**config.mk**
```make
export PLATFORM = sky130hd
export DESIGN_NAME = keypad_entry_controller
export DESIGN_NICKNAME = d
export VERILOG_FILES = /design/src/rtl/keypad_entry_controller.sv
export SDC_FILE = /design/constraint.sdc
export NUM_CORES = 1
export LEC_CHECK = 0
export ABC_CLOCK_PERIOD_IN_PS = 3300
export CORE_ASPECT_RATIO = 1.25
export CORE_MARGIN = 2
export CORE_UTILIZATION = 55
export DETAILED_ROUTE_END_ITERATION = 10
export GPL_TIMING_DRIVEN = 1
export PLACE_DENSITY_LB_ADDON = 0.08
export SKIP_LAST_GASP = 1
export SLEW_MARGIN = 5
export SYNTH_ARGS = -nofsm -noshare
export SYNTH_HDL_FRONTEND = slang
export SYNTH_SLANG_ARGS = --single-unit
```
**constraint.sdc**
```tcl
create_clock -name clk -period 3.3 [get_ports clk]
set_clock_uncertainty 0.1 [all_clocks]
set_input_delay 0.495 -clock clk [delete_from_list [all_inputs] [get_ports clk]]
set_output_delay 0.495 -clock clk [all_outputs]
set_load 0.02 [all_outputs]
```
**src/rtl/keypad_entry_controller.sv**
```systemverilog
// Keypad entry sequencer for the microwave front panel: debounces the encoder,
// shifts accepted digits into an M:SS BCD register and hands it to the cook timer.
module keypad_entry_controller #(
  parameter int DEBOUNCE_CYCLES = 4,
  parameter int CNT_W           = 8
) (
  input  logic       clk,
  input  logic       resetn,
  input  logic [3:0] D,
  input  logic       valid,
  input  logic       start,
  input  logic       clear,
  input  logic       done,
  output logic       enablen,
  output logic [3:0] min_ones,
  output logic [3:0] sec_tens,
  output logic [3:0] sec_ones,
  output logic       load,
  output logic       cooking
);

  typedef enum logic [2:0] {
    IDLE         = 3'd0,
    PRESS_WAIT   = 3'd1,
    HELD         = 3'd2,
    RELEASE_WAIT = 3'd3,
    COOKING      = 3'd4
  } state_t;

  localparam logic [CNT_W-1:0] DEB     = CNT_W'(DEBOUNCE_CYCLES);
  localparam logic [CNT_W-1:0] CNT_ONE = CNT_W'(1);
  localparam logic [CNT_W-1:0] CNT_Z   = CNT_W'(0);

  state_t           r_state, w_state_nxt;
  logic [CNT_W-1:0] r_cnt, w_cnt_nxt;
  logic [3:0]       r_digit, w_digit_nxt;
  logic [3:0]       r_min, r_tens, r_ones;
  logic [3:0]       w_min_nxt, w_tens_nxt, w_ones_nxt;
  logic             r_load, r_cooking, r_enablen;
  logic             w_load_nxt;
  logic             w_digits_zero;

  assign w_digits_zero = (r_min == 4'd0) && (r_tens == 4'd0) && (r_ones == 4'd0);

  // Next-state logic; priority is clear > done > start > digit accept.
  always_comb begin
    w_state_nxt = r_state;
    w_cnt_nxt   = r_cnt;
    w_digit_nxt = r_digit;
    w_min_nxt   = r_min;
    w_tens_nxt  = r_tens;
    w_ones_nxt  = r_ones;
    w_load_nxt  = 1'b0;
    if (r_state == COOKING) begin
      if (clear || done) begin
        w_state_nxt = IDLE;
        w_cnt_nxt   = CNT_Z;
        w_min_nxt   = 4'd0;
        w_tens_nxt  = 4'd0;
        w_ones_nxt  = 4'd0;
      end else begin
        w_state_nxt = COOKING;
      end
    end else if (clear) begin
      w_state_nxt = IDLE;
      w_cnt_nxt   = CNT_Z;
      w_min_nxt   = 4'd0;
      w_tens_nxt  = 4'd0;
      w_ones_nxt  = 4'd0;
    end else if (start && !w_digits_zero) begin
      // Any accept pending this cycle is dropped; the timer gets the old digits.
      w_state_nxt = COOKING;
      w_cnt_nxt   = CNT_Z;
      w_load_nxt  = 1'b1;
    end else begin
      case (r_state)
        IDLE: begin
          if (valid) begin
            w_digit_nxt = D;
            w_cnt_nxt   = CNT_ONE;
            w_state_nxt = PRESS_WAIT;
          end else begin
            w_state_nxt = IDLE;
          end
        end
        PRESS_WAIT: begin
          if (r_cnt >= DEB) begin
            w_state_nxt = HELD;
            w_cnt_nxt   = CNT_Z;
            if (r_digit <= 4'd9) begin
              w_min_nxt  = r_tens;
              w_tens_nxt = r_ones;
              w_ones_nxt = r_digit;
            end else begin
              w_ones_nxt = r_ones;
            end
          end else if (valid && (D == r_digit)) begin
            w_cnt_nxt = r_cnt + CNT_ONE;
          end else begin
            w_cnt_nxt   = CNT_Z;
            w_state_nxt = IDLE;
          end
        end
        HELD: begin
          if (!valid) begin
            w_cnt_nxt   = CNT_ONE;
            w_state_nxt = RELEASE_WAIT;
          end else begin
            w_state_nxt = HELD;
          end
        end
        RELEASE_WAIT: begin
          if (r_cnt >= DEB) begin
            w_cnt_nxt   = CNT_Z;
            w_state_nxt = IDLE;
          end else if (valid) begin
            w_cnt_nxt   = CNT_Z;
            w_state_nxt = HELD;
          end else begin
            w_cnt_nxt = r_cnt + CNT_ONE;
          end
        end
        default: begin
          w_cnt_nxt   = CNT_Z;
          w_state_nxt = IDLE;
        end
      endcase
    end
  end

  // State, digit and output registers; enablen/cooking follow the next state.
  always_ff @(posedge clk or negedge resetn) begin
    if (!resetn) begin
      r_state   <= IDLE;
      r_cnt     <= CNT_Z;
      r_digit   <= 4'd0;
      r_min     <= 4'd0;
      r_tens    <= 4'd0;
      r_ones    <= 4'd0;
      r_load    <= 1'b0;
      r_cooking <= 1'b0;
      r_enablen <= 1'b1;
    end else begin
      r_state   <= w_state_nxt;
      r_cnt     <= w_cnt_nxt;
      r_digit   <= w_digit_nxt;
      r_min     <= w_min_nxt;
      r_tens    <= w_tens_nxt;
      r_ones    <= w_ones_nxt;
      r_load    <= w_load_nxt;
      r_cooking <= (w_state_nxt == COOKING);
      r_enablen <= (w_state_nxt != COOKING);
    end
  end

  assign enablen  = r_enablen;
  assign cooking  = r_cooking;
  assign load     = r_load;
  assign min_ones = r_min;
  assign sec_tens = r_tens;
  assign sec_ones = r_ones;

endmodule
```
==> results of run 1 <==
## metal layers
metal,wire length [um],vias up
met5,0,-
met4,55,0
met3,135,7
met2,1660,34
met1,1260,531
li1,-,513
## worst max-delay path, delay by kind of cell, from the launching register on
family / cells / cell delay (ns)
flip-flops: 1 / 0.42
AND/OR/NAND/NOR: 2 / 1.01
AO/OA/AOI/OAI: 3 / 0.72
## worst paths after layout
path / start / end / slack, ns / depth (start not counted)
max reg2reg: sec_tens[2]$_DFFE_PN0P_ / sec_ones[3]$_DFFE_PN0P_ / 0.94 / 5
max: sec_tens[2]$_DFFE_PN0P_ / sec_ones[3]$_DFFE_PN0P_ / 0.94 / 5
max in group asynchronous: resetn / enablen$_DFF_PN1_ / 2.35 / 2
min in group asynchronous: resetn / min_ones[0]$_DFFE_PN0P_ / 0.43 / 2
min: r_cnt[7]$_DFFE_PN0P_ / r_cnt[7]$_DFFE_PN0P_ / 0.41 / 1
min reg2reg: r_cnt[7]$_DFFE_PN0P_ / r_cnt[7]$_DFFE_PN0P_ / 0.41 / 1
## report_power, final
group / internal (uW) / switching, uW
logic: 37.1 / 42.7
clock network: 84.6 / 120
registers: 380 / 16.8
total: 502 / 180
## per-stage QoR
step / instance area [sq um] / std cells / total power, uW / hold slack [ns] / setup slack [ns]
after floorplan: 1440 / 120 / 446 / 0.0994 / 1.00
after global placement: 1710 / 176 / 477 / 0.390 / 0.715
after detailed placement: 1710 / 176 / 484 / 0.398 / 0.644
after CTS: 1760 / 184 / 686 / 0.417 / 0.932
after global routing: 1760 / 184 / 711 / 0.426 / 0.845
final: 1760 / 184 / 682 / 0.414 / 0.943
## sequential cells by signal, summed over array words and instances, names as in the netlist
signal,cells
load,1
r_state,3
r_cnt,8
enablen,1
sec_ones,4
sec_tens,4
r_digit,4
cooking,1
min_ones,4
## layout make-up
type / count / share of cell area, %
flip-flops and latches: 30 / 42.8
multi-input cells: 81 / 36.4
repair buffers: 25 / 14.1
clock buffers: 8 / 2.78
well taps: 33 / 2.35
inverters: 7 / 1.50
## cell families after synthesis
group / Yosys count
xor gates and xnor gates: 6
and+or+nand+nor: 36
buffers and inverters: 9
muxes: 4
adders and majority gates: 2
DFF: 30
AOI/OAI and AO/OA: 33
## Yosys cell counts (all sizes together)
| library cell | instances | area share [%] |
|---|---|---|
| or2 | 1 | 0.43 |
| nand4b | 1 | 0.61 |
| o21a | 1 | 0.52 |
| nor2 | 8 | 2.1 |
| a211oi | 1 | 0.52 |
| a21o | 1 | 0.52 |
| and3 | 5 | 3.0 |
| a22o | 14 | 8.5 |
| mux2 | 4 | 3.1 |
| a31oi | 3 | 2.3 |
| o21bai | 1 | 0.52 |
| inv | 7 | 1.8 |
| o21ai | 2 | 0.96 |
| ha | 2 | 1.7 |
| or4 | 3 | 1.8 |
| nand3 | 2 | 0.70 |
| nor3b | 1 | 0.87 |
| nor4 | 2 | 0.87 |
| xnor2 | 6 | 3.6 |
| dfrtp | 29 | 50 |
| o311ai | 2 | 1.2 |
| a41oi | 2 | 1.2 |
| nand2 | 8 | 2.1 |
| o41ai | 1 | 1.9 |
| buf | 2 | 1.6 |
| dfstp | 1 | 1.8 |
| nor2b | 2 | 0.87 |
| a32o | 1 | 0.70 |
| a211o | 1 | 0.61 |
| or3 | 3 | 1.7 |
| a21oi | 3 | 1.3 |
==> impl_metrics.xml, run 1 <==
<?xml version="1.0" encoding="UTF-8"?>
<metrics>
  <group name="outcome">
    <metric name="run_status" unit="">finished clean</metric>
  </group>
  <group name="grt">
    <metric name="gr-usage-met3" unit="%">7.77</metric>
    <metric name="total_routing_usage_gr" unit="%">23.4</metric>
    <metric name="globalRouteMet1Util" unit="%">25.0</metric>
    <metric name="grt_antenna_before_repair" unit="">0</metric>
    <metric name="via_count_of_the_first_global_routing_pass" unit="">1109</metric>
    <metric name="busiest_layer" unit="">met2</metric>
    <metric name="grt.met2_usage" unit="%">42.1</metric>
    <metric name="grt_first_pass_wirelength" unit="mm">5.15</metric>
    <metric name="total_overflow_reported_by_the_global_router" unit="">0</metric>
    <metric name="maximum_number_of_pins_on_one_net_before_global_route_repair" unit="">31</metric>
  </group>
  <group name="layout">
    <metric name="layout-drive-gt1-share" unit="%">12.6</metric>
    <metric name="area.growth.synth_to_final" unit="%">21.9</metric>
    <metric name="multiInputGateArea" unit="sq um">639</metric>
    <metric name="antenna-diode-count" unit="">0</metric>
    <metric name="finish.net_count" unit="">162</metric>
    <metric name="final.fill_count" unit="">205</metric>
    <metric name="final-seq-area" unit="sq um">752</metric>
    <metric name="final_core_util" unit="%">71.6</metric>
    <metric name="layout.cells.most_common_list" unit="">29 x sky130_fd_sc_hd__dfrtp_1, 24 x sky130_fd_sc_hd__clkdlybuf4s50_1, 14 x sky130_fd_sc_hd__a22o_1</metric>
    <metric name="mostFrequentLayoutCell" unit="">sky130_fd_sc_hd__dfrtp_1</metric>
  </group>
  <group name="die">
    <metric name="die_h" unit="um">61.2</metric>
    <metric name="die_extent_in_x" unit="um">49.8</metric>
    <metric name="core_area" unit="sq um">2450</metric>
    <metric name="initial_core_util" unit="%">58.7</metric>
    <metric name="design.die.area" unit="sq um">3050</metric>
    <metric name="core.rowCount" unit="">20</metric>
    <metric name="pin_count" unit="">25</metric>
  </group>
  <group name="logic_synthesis">
    <metric name="synth.cell_area" unit="sq um">1440</metric>
    <metric name="ys_seq_elements" unit="">30</metric>
    <metric name="syn_area_per_cell" unit="sq um">12.0</metric>
    <metric name="synth_area_in_simple_gates" unit="%">15.0</metric>
    <metric name="synth.distinct_cells" unit="">39</metric>
    <metric name="synth_area_in_compound_gates" unit="%">20.9</metric>
    <metric name="synth_top_family_by_area" unit="">compound AO/OA/AOI/OAI gates</metric>
    <metric name="post_synthesis_cell_count" unit="">120</metric>
    <metric name="multiplexer_share_of_the_synthesized_area" unit="%">3.13</metric>
    <metric name="synth_seq_area_share" unit="%">52.2</metric>
    <metric name="ys.warnings.count" unit="">0</metric>
    <metric name="synth_xor_area_share" unit="%">3.65</metric>
    <metric name="post_synthesis_share_of_cell_area_spent_on_full_adders_half_adders_and_majority_gates" unit="%">1.74</metric>
    <metric name="net_count_of_the_mapped_netlist" unit="">132</metric>
  </group>
  <group name="sta">
    <metric name="timing_worst_slew_pin_value" unit="ns">0.510</metric>
    <metric name="finalHoldViolations" unit="">0</metric>
    <metric name="timing.setup.tns" unit="ns">0</metric>
    <metric name="final_max_slew_viol_count" unit="">0</metric>
    <metric name="slew_headroom" unit="%">66.0</metric>
    <metric name="setup_repair_after_global_routing_missed_its_margin" unit="">no</metric>
    <metric name="max_clock_freq" unit="MHz">424</metric>
    <metric name="setup_failing_eps_final" unit="">0</metric>
    <metric name="final_min_period_over_clock_period" unit="%">71.4</metric>
    <metric name="timing.final.crit_period" unit="ns">2.36</metric>
  </group>
  <group name="worst_setup_path">
    <metric name="crit_slowest_cell" unit="">sky130_fd_sc_hd__or4_4</metric>
    <metric name="worstSetupEndpointType" unit="">flip-flop</metric>
    <metric name="worstSetupPathType" unit="">reg -&gt; reg</metric>
    <metric name="worstPathCellList" unit="">or4_4 &gt; or3_4 &gt; a31oi_4 &gt; o21ai_2 &gt; a22o_1</metric>
    <metric name="cp.arrival" unit="ns">2.48</metric>
    <metric name="worst_ep_required_time" unit="ns">3.43</metric>
    <metric name="slowest_delay" unit="ns">0.58</metric>
    <metric name="timing.critical_path.from_type" unit="">flip-flop</metric>
    <metric name="timing.critical_path.fanout_max" unit="">12</metric>
  </group>
  <group name="route">
    <metric name="dr_iter_0_viols" unit="">41</metric>
    <metric name="total_number_of_vias" unit="">1085</metric>
    <metric name="post_drt_via_cell_ratio" unit="">5.90</metric>
    <metric name="routed_wire_length_per_instance" unit="um">16.9</metric>
    <metric name="finalWirelength" unit="mm">3.12</metric>
    <metric name="drc" unit="">0</metric>
    <metric name="route.antenna.remaining_nets" unit="">0</metric>
    <metric name="dr.pass1.iters" unit="">4</metric>
  </group>
  <group name="worst_hold_path">
    <metric name="min-delay-path-class" unit="">reg -&gt; reg</metric>
  </group>
  <group name="cts">
    <metric name="htree_levels" unit="">2</metric>
    <metric name="clk_latency" unit="ns">0.34</metric>
    <metric name="clk_root_buffer_cell" unit="">sky130_fd_sc_hd__clkbuf_4</metric>
    <metric name="worst_setup_hold_path_clk_slew" unit="ns">0.08</metric>
    <metric name="post_cts_buffers" unit="">0</metric>
    <metric name="tritoncts.num_buffers" unit="">5</metric>
    <metric name="cts_num_sinks" unit="">30</metric>
    <metric name="post_cts_resized" unit="">0</metric>
    <metric name="max-clock-path-buffers" unit="">2</metric>
    <metric name="holdBufCountCts" unit="">0</metric>
    <metric name="cts_tree" unit="">built</metric>
  </group>
  <group name="placement">
    <metric name="dp_hpwl" unit="mm">2.35</metric>
    <metric name="gp_congestion" unit="">0.826</metric>
    <metric name="port-buffer-count" unit="">24</metric>
  </group>
  <group name="flow_run">
    <metric name="number_of_maximum_capacitance_constraint_violations" unit="">0</metric>
  </group>
  <group name="power_and_ir_drop">
    <metric name="static-leakage-power" unit="uW">0.000787</metric>
    <metric name="vdd_drop_max" unit="V">0.000371</metric>
    <metric name="power.density" unit="nW/um^2">388</metric>
  </group>
</metrics>
Note: power is estimated with default switching activity, not from simulation.
==> run 2: changes to the inputs <==
Settings changed: ABC_CLOCK_PERIOD_IN_PS 3300 to 2500, CORE_UTILIZATION 55 to 51.
Clock period 3.3 ns to 2.5 ns, I/O delays scaled along.
==> run 2 against run 1 <==
  * Design area up 1.6%
  * Worst setup slack worse by 0.81 ns
  * Global-route usage down 1.9 points
  * Critical endpoint is now min_ones[1]$_DFFE_PN0P_
  * Largest cell class unchanged
  * Highest routed layer unchanged
==> impl_metrics.xml, run 2 (synthesized netlist as in run 1, its figures left out) <==
<?xml version="1.0" encoding="UTF-8"?>
<metrics>
  <group name="die">
    <metric name="die_h" unit="um">63.4</metric>
    <metric name="core.rowCount" unit="">21</metric>
    <metric name="pin_count" unit="">25</metric>
    <metric name="initial_core_util" unit="%">53.7</metric>
    <metric name="die_extent_in_x" unit="um">51.5</metric>
    <metric name="core_area" unit="sq um">2680</metric>
    <metric name="design.die.area" unit="sq um">3270</metric>
  </group>
  <group name="worst_setup_path">
    <metric name="critical-path-top-delay-family" unit="">simple AND/OR/NAND/NOR gates</metric>
    <metric name="crit_slowest_cell" unit="">sky130_fd_sc_hd__or4_4</metric>
    <metric name="timing.critical_path.fanout_max" unit="">12</metric>
    <metric name="critical_path_buf_inv_count" unit="">0</metric>
    <metric name="cp.arrival" unit="ns">2.47</metric>
    <metric name="worstSetupEndpointType" unit="">flip-flop</metric>
    <metric name="worstSetupPathType" unit="">reg -&gt; reg</metric>
    <metric name="worstPathCellList" unit="">or4_4 &gt; or3_4 &gt; a31oi_4 &gt; o21ai_2 &gt; a22o_1</metric>
    <metric name="timing.critical_path.from_type" unit="">flip-flop</metric>
    <metric name="slowest_delay" unit="ns">0.58</metric>
    <metric name="timing.reg2reg.setup_slack" unit="ns">0.14</metric>
    <metric name="worst_ep_required_time" unit="ns">2.61</metric>
  </group>
  <group name="route">
    <metric name="post_drt_via_cell_ratio" unit="">5.81</metric>
    <metric name="routed_wire_length_per_instance" unit="um">15.5</metric>
    <metric name="dr_iter_0_viols" unit="">23</metric>
    <metric name="dr.pass1.iters" unit="">4</metric>
    <metric name="finalWirelength" unit="mm">2.91</metric>
    <metric name="total_number_of_vias" unit="">1093</metric>
    <metric name="route.antenna.remaining_nets" unit="">0</metric>
    <metric name="drc" unit="">0</metric>
  </group>
  <group name="power_and_ir_drop">
    <metric name="power.switching_fraction" unit="%">25.0</metric>
    <metric name="static-leakage-power" unit="uW">0.000806</metric>
    <metric name="combPwrFrac" unit="%">11.9</metric>
    <metric name="vdd_drop_max" unit="V">0.000346</metric>
    <metric name="power.density" unit="nW/um^2">492</metric>
    <metric name="seq_power_share" unit="%">59.5</metric>
    <metric name="cellInternalPower" unit="uW">658</metric>
    <metric name="net_switching" unit="uW">220</metric>
    <metric name="power.share.clock" unit="%">28.6</metric>
  </group>
  <group name="cts">
    <metric name="tritoncts.num_buffers" unit="">5</metric>
    <metric name="cts_tree" unit="">built</metric>
    <metric name="post_cts_resized" unit="">0</metric>
    <metric name="clk_root_buffer_cell" unit="">sky130_fd_sc_hd__clkbuf_4</metric>
    <metric name="clk_latency" unit="ns">0.32</metric>
    <metric name="htree_levels" unit="">2</metric>
    <metric name="worst_setup_hold_path_clk_slew" unit="ns">0.09</metric>
    <metric name="holdBufCountCts" unit="">0</metric>
    <metric name="post_cts_buffers" unit="">0</metric>
    <metric name="max-clock-path-buffers" unit="">2</metric>
    <metric name="cts_num_sinks" unit="">30</metric>
  </group>
  <group name="grt">
    <metric name="grt_antenna_before_repair" unit="">0</metric>
    <metric name="grt_first_pass_wirelength" unit="mm">5.20</metric>
    <metric name="total_overflow_reported_by_the_global_router" unit="">0</metric>
    <metric name="total_routing_usage_gr" unit="%">21.5</metric>
    <metric name="via_count_of_the_first_global_routing_pass" unit="">1132</metric>
    <metric name="maximum_number_of_pins_on_one_net_before_global_route_repair" unit="">31</metric>
  </group>
  <group name="sta">
    <metric name="timing_worst_slew_pin_value" unit="ns">0.512</metric>
    <metric name="finalHoldViolations" unit="">0</metric>
    <metric name="timing.setup.tns" unit="ns">0</metric>
    <metric name="final_min_period_over_clock_period" unit="%">94.5</metric>
    <metric name="timing.final.crit_period" unit="ns">2.36</metric>
    <metric name="slew_headroom" unit="%">65.8</metric>
    <metric name="holdWs" unit="ns">0.324</metric>
    <metric name="max_clock_freq" unit="MHz">423</metric>
    <metric name="setup_repair_after_global_routing_missed_its_margin" unit="">no</metric>
    <metric name="final_max_slew_viol_count" unit="">0</metric>
    <metric name="setup_failing_eps_final" unit="">0</metric>
  </group>
  <group name="flow_run">
    <metric name="number_of_maximum_capacitance_constraint_violations" unit="">0</metric>
  </group>
  <group name="placement">
    <metric name="port-buffer-count" unit="">24</metric>
    <metric name="dp_hpwl" unit="mm">2.17</metric>
    <metric name="gp_congestion" unit="">0.779</metric>
  </group>
  <group name="layout">
    <metric name="layout.cells.most_common_list" unit="">29 x sky130_fd_sc_hd__dfrtp_1, 24 x sky130_fd_sc_hd__clkdlybuf4s50_1, 14 x sky130_fd_sc_hd__a22o_1</metric>
    <metric name="finish.net_count" unit="">166</metric>
    <metric name="layout-drive-gt1-share" unit="%">14.9</metric>
    <metric name="largest_reg_flops" unit="">8</metric>
    <metric name="area.growth.synth_to_final" unit="%">23.8</metric>
    <metric name="max_flop_register" unit="">r_cnt</metric>
    <metric name="antenna-diode-count" unit="">0</metric>
    <metric name="mostFrequentLayoutCell" unit="">sky130_fd_sc_hd__dfrtp_1</metric>
  </group>
  <group name="outcome">
    <metric name="run_status" unit="">finished clean</metric>
  </group>
  <group name="worst_hold_path">
    <metric name="min-delay-path-class" unit="">in -&gt; async</metric>
  </group>
</metrics>
==> run 2: cell types whose count changed in the layout (fill, tap and decap cells not counted), sizes merged <==
cell,delta
buf,+4
clkbuf,-1
==> run 2: worst register-to-register path, delay by kind of cell, from the launching register on <==
kind / cells / cell delay (ns)
compound gates: 3 / 0.72
flops: 1 / 0.43
simple gates: 2 / 1.01
==> run 2: power groups by stage <==
stage	logic (uW)	registers [uW]	clock network, uW
6_report	105	522	251
4_1_cts	106	523	260
3_3_place_gp	101	531	0
3_5_place_dp	106	532	0
2_1_floorplan	63.3	526	0
5_1_grt	117	525	288
==> run 2: worst paths after layout <==
kind | from | to | cells after the start
min in group clk | r_cnt[6]$_DFFE_PN0P_ | r_cnt[6]$_DFFE_PN0P_ | 1
min reg2reg | r_cnt[6]$_DFFE_PN0P_ | r_cnt[6]$_DFFE_PN0P_ | 1
max in group asynchronous | resetn | enablen$_DFF_PN1_ | 2
min | resetn | r_cnt[2]$_DFFE_PN0P_ | 2
max | sec_tens[2]$_DFFE_PN0P_ | min_ones[1]$_DFFE_PN0P_ | 5
max reg2reg | sec_tens[2]$_DFFE_PN0P_ | min_ones[1]$_DFFE_PN0P_ | 5
==> run 2: metal layers <==
metal / vias up / track usage, % / wire [um]
li1: 517 / - / -
met1: 546 / 26.3 / 1280
met2: 22 / 33.7 / 1440
met3: 8 / 8.29 / 122
met4: 0 / 8.55 / 57
met5: - / 0 / 0
==> run 2: metrics by stage <==
step                setup slack [ns]  utilization (%)  instance area [sq um]  instances  total power, uW
floorplan                      0.200                -                   1440        120              589
global placement               0.151             64.8                   1740        181              632
detailed placement            0.0856             64.8                   1740        181              638
CTS                            0.134             66.5                   1780        188              890
global route                  0.0145             66.5                   1780        188              931
finish                         0.138             66.5                   1780        188              878
==> run 2: cell type report <==
cell class / instances / area [sq um]
fillers: 230 / 897
flip-flops and latches: 30 / 752
multi-input cells: 81 / 639
repair buffers: 29 / 278
clock buffers: 7 / 45.0
well taps: 34 / 42.5
inverters: 7 / 26.3
